### src/rtl/readout_sequencer.sv
// readout_sequencer: walks the 16:1 readout mux after each overflow event,
// loading the PISO register per entry and shifting DATA_W bits out under
// downstream ready backpressure, then pulses the counter clear.
// Optional feature macro: CH_MASK_EN (adds ch_mask input to skip entries).
`timescale 1ns/1ps

module readout_sequencer #(
  parameter int NUM_CH = 16,
  parameter int DATA_W = 12,
  parameter int SEL_W  = 4,
  parameter int FCNT_W = 8
) (
  input  logic              clk,
  input  logic              reset,
  input  logic              ovf,
  input  logic              ready,
`ifdef CH_MASK_EN
  input  logic [NUM_CH-1:0] ch_mask,
`endif
  output logic [SEL_W-1:0]  select,
  output logic              SL,
  output logic              shift_en,
  output logic              frame_start,
  output logic              rst_counters,
  output logic              busy,
  output logic [FCNT_W-1:0] frame_cnt,
  output logic              missed_trigger
);

  localparam int BC_W = (DATA_W > 1) ? $clog2(DATA_W) : 1;

  typedef enum logic [1:0] {
    S_IDLE  = 2'd0,
    S_LOAD  = 2'd1,
    S_SHIFT = 2'd2,
    S_CLEAR = 2'd3
  } state_t;

  state_t            r_state;
  state_t            w_next;

  logic              r_sync1;
  logic              r_sync2;
  logic              r_sync3;
  logic              w_trig;

  logic [SEL_W-1:0]  r_select;
  logic [BC_W-1:0]   r_bit_cnt;
  logic              r_frame_start;
  logic [FCNT_W-1:0] r_frame_cnt;
  logic              r_pending;
  logic              r_missed;

  logic              w_start;
  logic              w_last_bit;
  logic              w_has_next;
  logic [SEL_W-1:0]  w_next_sel;
  logic [NUM_CH-1:0] w_mask_eff;

  // ovf is asynchronous: two flops for metastability, a third for edge detect
  always_ff @(posedge clk or negedge reset) begin
    if (!reset) begin
      r_sync1 <= 1'b0;
      r_sync2 <= 1'b0;
      r_sync3 <= 1'b0;
    end else begin
      r_sync1 <= ovf;
      r_sync2 <= r_sync1;
      r_sync3 <= r_sync2;
    end
  end

  assign w_trig     = r_sync2 & ~r_sync3;
  assign w_start    = (r_state == S_IDLE) && (w_trig || r_pending);
  assign w_last_bit = (r_state == S_SHIFT) && ready &&
                      (r_bit_cnt == BC_W'(DATA_W - 1));

`ifdef CH_MASK_EN
  logic [NUM_CH-1:0] r_mask;

  // Mask is captured once per frame so mid-frame changes cannot skew the walk
  always_ff @(posedge clk or negedge reset) begin
    if (!reset) begin
      r_mask <= '0;
    end else if (w_start) begin
      r_mask <= ch_mask;
    end
  end

  // Entry 0 (RTC word) is always read regardless of its mask bit
  assign w_mask_eff = {r_mask[NUM_CH-1:1], 1'b0};
`else
  assign w_mask_eff = '0;
`endif

  // Find the lowest unmasked entry above the current select
  always_comb begin
    w_has_next = 1'b0;
    w_next_sel = r_select;
    for (int i = NUM_CH - 1; i > 0; i--) begin
      if ((i > int'(r_select)) && !w_mask_eff[i]) begin
        w_has_next = 1'b1;
        w_next_sel = SEL_W'(i);
      end
    end
  end

  // FSM state register
  always_ff @(posedge clk or negedge reset) begin
    if (!reset) begin
      r_state <= S_IDLE;
    end else begin
      r_state <= w_next;
    end
  end

  // FSM next-state logic; LOAD holds until ready so the load is never lost
  always_comb begin
    w_next = r_state;
    unique case (r_state)
      S_IDLE:  if (w_start) w_next = S_LOAD;
      S_LOAD:  if (ready) w_next = S_SHIFT;
      S_SHIFT: begin
        if (w_last_bit) begin
          w_next = w_has_next ? S_LOAD : S_CLEAR;
        end
      end
      S_CLEAR: w_next = S_IDLE;
      default: w_next = S_IDLE;
    endcase
  end

  // FSM outputs decoded from the current state
  always_comb begin
    SL           = 1'b0;
    shift_en     = 1'b0;
    rst_counters = 1'b0;
    busy         = 1'b1;
    unique case (r_state)
      S_IDLE:  busy = 1'b0;
      S_LOAD:  SL = 1'b1;
      S_SHIFT: shift_en = ready;
      S_CLEAR: rst_counters = 1'b1;
      default: busy = 1'b0;
    endcase
  end

  // Entry select and bit counter; both freeze while ready is low
  always_ff @(posedge clk or negedge reset) begin
    if (!reset) begin
      r_select  <= '0;
      r_bit_cnt <= '0;
    end else begin
      if (w_start) begin
        r_select <= '0;
      end else if (w_last_bit && w_has_next) begin
        r_select <= w_next_sel;
      end
      if (r_state == S_LOAD) begin
        r_bit_cnt <= '0;
      end else if ((r_state == S_SHIFT) && ready) begin
        r_bit_cnt <= w_last_bit ? '0 : r_bit_cnt + BC_W'(1);
      end
    end
  end

  // Frame bookkeeping: start pulse, completed-frame count, pending/missed triggers
  always_ff @(posedge clk or negedge reset) begin
    if (!reset) begin
      r_frame_start <= 1'b0;
      r_frame_cnt   <= '0;
      r_pending     <= 1'b0;
      r_missed      <= 1'b0;
    end else begin
      r_frame_start <= w_start;
      if (r_state == S_CLEAR) begin
        r_frame_cnt <= r_frame_cnt + FCNT_W'(1);
      end
      if (w_start) begin
        // A fresh edge arriving together with a queued one stays queued
        r_pending <= w_trig && r_pending;
      end else if (w_trig) begin
        if (!r_pending) begin
          r_pending <= 1'b1;
        end else begin
          r_missed <= 1'b1;
        end
      end
    end
  end

  assign select         = r_select;
  assign frame_start    = r_frame_start;
  assign frame_cnt      = r_frame_cnt;
  assign missed_trigger = r_missed;

endmodule

### config.mk
export PLATFORM = sky130hd
export DESIGN_NAME = readout_sequencer
export DESIGN_NICKNAME = d
export VERILOG_FILES = /design/src/rtl/readout_sequencer.sv
export SDC_FILE = /design/constraint.sdc
export NUM_CORES = 1
export LEC_CHECK = 0
export CAP_MARGIN = 20
export CORE_MARGIN = 3
export CORE_UTILIZATION = 35
export DETAILED_ROUTE_END_ITERATION = 8
export PLACE_DENSITY = 0.7
export SLEW_MARGIN = 25
export SYNTH_ARGS = -nofsm -noshare
export SYNTH_HDL_FRONTEND = slang
export SYNTH_SLANG_ARGS = --single-unit
### constraint.sdc
create_clock -name clk -period 1.8 [get_ports clk]
set_input_delay 0.36 -clock clk [delete_from_list [all_inputs] [get_ports clk]]
set_output_delay 0.36 -clock clk [all_outputs]
set_load 0.01 [all_outputs]
==> results.tsv, run 1 <==
stage	metric	value	unit
setup_path	WP data arrival	1.35	ns
setup_path	CP Capture Type	output pin	
drt	Final ANT Viol Nets	0	
clock_tree	Clock Tree Buf Depth	2	
layout	Antenna Cells	0	
clock_tree	CTS root buffer	clkbuf_4	
floorplan	die width	62.4	um
drt	1st-pass router iterations	4	
synthesis	Syn Std Cell Area	0.00111	mm^2
clock_tree	CTS tree	yes	
sta	Slew Viols, Final	0	
floorplan	I/O Pins	22	
placed_design	PortBufs	21	
setup_path	FF-to-FF Start	r_bit_cnt[0]	
layout	Final Non-Filler Cells	166	
synthesis	Synth Net Count	100	
synthesis	largest family of logic cells by synthesized area	simple AND/OR/NAND/NOR gates	
clock_tree	CTS Hold Bufs	0	
synthesis	Yosys top cell by area	dfrtp_1	
drt	DR WL met2	1070	um
synthesis	mux cell area share after synthesis	2.36	%
floorplan	Rows	19	
floorplan	Initial Util	38.4	%
global_route	remaining global-route overflow	0	
setup_path	CP peak stage delay	0.46	ns
synthesis	sequential fraction of the synthesis area	54.0	%
synthesis	number of synthesized flops with an enable pin	0	
power_and_ir_drop	worst vdd ir	0.620	mV
hold_path	worst hold path class	register to register	
sta	Hold Vio Cnt, Final	0	
floorplan	Die Y	62.4	um
global_route	largest net degree at the start of global routing	25	
synthesis	synthesized flop and latch total	24	
floorplan	die area	0.00389	mm^2
hold_path	hold path cells	0	
drt	wire length on met1	921	um
sta	Final min period	1.71	ns
sta	Worst Tran Pin Value	0.320	ns
hold_path	Hold Crit Endpoint	r_sync2	
global_route	antenna violations before repair	0	
synthesis	most frequent cell after synthesis	dfrtp_1	
power_and_ir_drop	Pwr Density	1220	mW/mm^2
sta	Layout Skew	0.00288	ns
synthesis	Cells after Synth	94	
setup_path	kind of critical path	register to output pin	
hold_path	hold_sp	r_sync1	
sta	RSZ-0062 raised after global routing	no	
status	status	finished, final reports clean	
synthesis	synth top area cells	dfrtp_1 (54%), xnor2_1 (4.7%), nand4_1 (3.4%)	
placed_design	GPL Wtd Cong	0.703	
setup_path	startpoint types	register	
setup_path	CP cell instances	or2b_4 -> inv_2 -> clkdlybuf4s15_1	
sta	Setup violations, final	0	
synthesis	Netlist cell types	39	
power_and_ir_drop	Static Leak	0.658	nW
setup_path	CP Launch Point	r_state[0]	
placed_design	dpl hpwl	1530	um
setup_path	slowest cell on the critical path	dfrtp_2	
clock_tree	H-tree Lvls	1	
synthesis	Post-synth ARST share	100	%
sta	relative slew slack	78.7	%
global_route	global-route wire length before repair	3600	um
sta	Final Cycle Share	95.2	%
clock_tree	CTS buffer count	3	
sta	Max Fclk	0.584	GHz
clock_tree	clk_lat worst skew	0.31	ns
layout	P&R area growth vs syn	30.6	%
synthesis	Synth Flop Type	dfrtp_1	
power_and_ir_drop	total power	1.78	mW
synthesis	post-synth top area share	54.0	%
synthesis	Post-Synth Simple-Gate Area	20.8	%
drt	DRC	0	
drt	vias	823	
run	max_cap viols	0	
synthesis	Synth top cells by count	dfrtp_1 (24), nand2_1 (6), nand3_1 (6), nand4_1 (6), xnor2_1 (6)	
setup_path	crit-path leading delay family	flip-flops	
sta	setup TNS	0	ns
synthesis	Post-Synth Adder-Cell Area	2.25	%
drt	vias per cell	4.96	
setup_path	R2R setup slack	0.35	ns
layout	share of cells above drive strength 1	21.8	%
drt	max layer used	met3	
drt	met3 wire length	72	um
synthesis	Synth Area in Compound Gates	11.1	%
synthesis	Syn. warnings	0	
setup_path	crit-path max FO	7	
synthesis	post-synthesis xor/xnor area fraction	5.51	%
setup_path	RR Endpoint	select[1]	
clock_tree	clock sink count	24	
drt	Wirelength per Cell	12.5	um
placed_design	placed insts	161	
setup_path	R2R cell count	4	
drt	DR iter-0 viols	12	
setup_path	WP buf/inv	2	
global_route	gr usage total	11.3	%
synthesis	syn_area_per_cell	11.8	um^2
drt	Post-Route WL	2070	um
layout	nets	131	
layout	# fillers	271	
floorplan	core area	0.00290	mm^2
clock_tree	clock slew at reported path FFs	0.12	ns
setup_path	required time worst endpoint	1.44	ns
global_route	vias in the first global route	832	
## worst max path at each step
stage,end,cells past startpoint
6_report,SL,3
5_1_grt,SL,3
4_1_cts,busy,4
3_5_place_dp,shift_en,4
3_3_place_gp,shift_en,4
2_1_floorplan,select[1],5
## metal layers
layer,vias to the layer above,track usage (%)
met5,-,0
met4,0,4.13
met3,0,2.34
met2,14,19.8
met1,414,13.6
li1,395,-
## power breakdown
| part | leakage (nW) | internal [mW] | switching (mW) |
|---|---|---|---|
| Clock | 0.0210 | 0.123 | 0.154 |
| Combinational | 0.328 | 0.391 | 0.335 |
| Sequential | 0.309 | 0.656 | 0.116 |
| Total | 0.658 | 1.17 | 0.605 |
## repair_timing
action,in CTS,in global routing
hold endpoints to repair,0,0
buffers inserted,1,0
gates resized for setup,6,2
setup endpoints to repair,4,2
## layout by cell type (no fill, tap or decap), drive strengths merged, types with 4 or more instances in the layout
master and n:
clkbuf 4, buf 7, nand3 6, clkdlybuf4s50 17, and3 4, inv 6
nand4 6, nand2 6, xnor2 6, dfrtp 24
## logic make-up (layout without fill, tap and decap cells)
group,Yosys count,in the layout
buffers and inverters,8,38
and+or+nand+nor,37,37
DFF,24,24
muxes,2,2
AOI/OAI and AO/OA,14,14
adders and majority gates,2,2
xor gates and xnor gates,7,7
## final cells by class
| class | count | area (um^2) | share of cell area, % |
|---|---|---|---|
| inverters | 6 | 27.5 | 1.89 |
| clock buffers | 4 | 36.3 | 2.50 |
| repair buffers | 28 | 259 | 17.8 |
| well taps | 42 | 52.6 | 3.62 |
| multi-input cells | 62 | 475 | 32.7 |
| flip-flops and latches | 24 | 602 | 41.4 |
## sequential cells by signal, summed over array words and instances (netlist names)
| signal | count |
|---|---|
| frame_cnt | 8 |
| r_bit_cnt | 4 |
| select | 4 |
| r_state | 2 |
| frame_start | 1 |
| missed_trigger | 1 |
| r_pending | 1 |
| r_sync1 | 1 |
| r_sync2 | 1 |
| r_sync3 | 1 |
## through the flow
| stage | area [um^2] | utilization [%] | setup WS, ns | hold WS (ns) |
|---|---|---|---|---|
| global placement | 1400 | 48.4 | -0.129 | 0.337 |
| CTS | 1450 | 49.9 | 0.0458 | 0.379 |
| detailed placement | 1400 | 48.4 | -0.140 | 0.336 |
| global route | 1450 | 50.1 | 0.00736 | 0.393 |
| finish | 1450 | 50.1 | 0.0866 | 0.376 |
| floorplan | 1110 | - | 0.438 | 0.0644 |
Power figures use the tool's default switching activity.
==> inputs of run 2 (changes only) <==
- CTS_CLUSTER_DIAMETER: default -> 100
==> results of run 2 <==
Same layout as run 1: the final DEF is identical, and so are final timing and power.
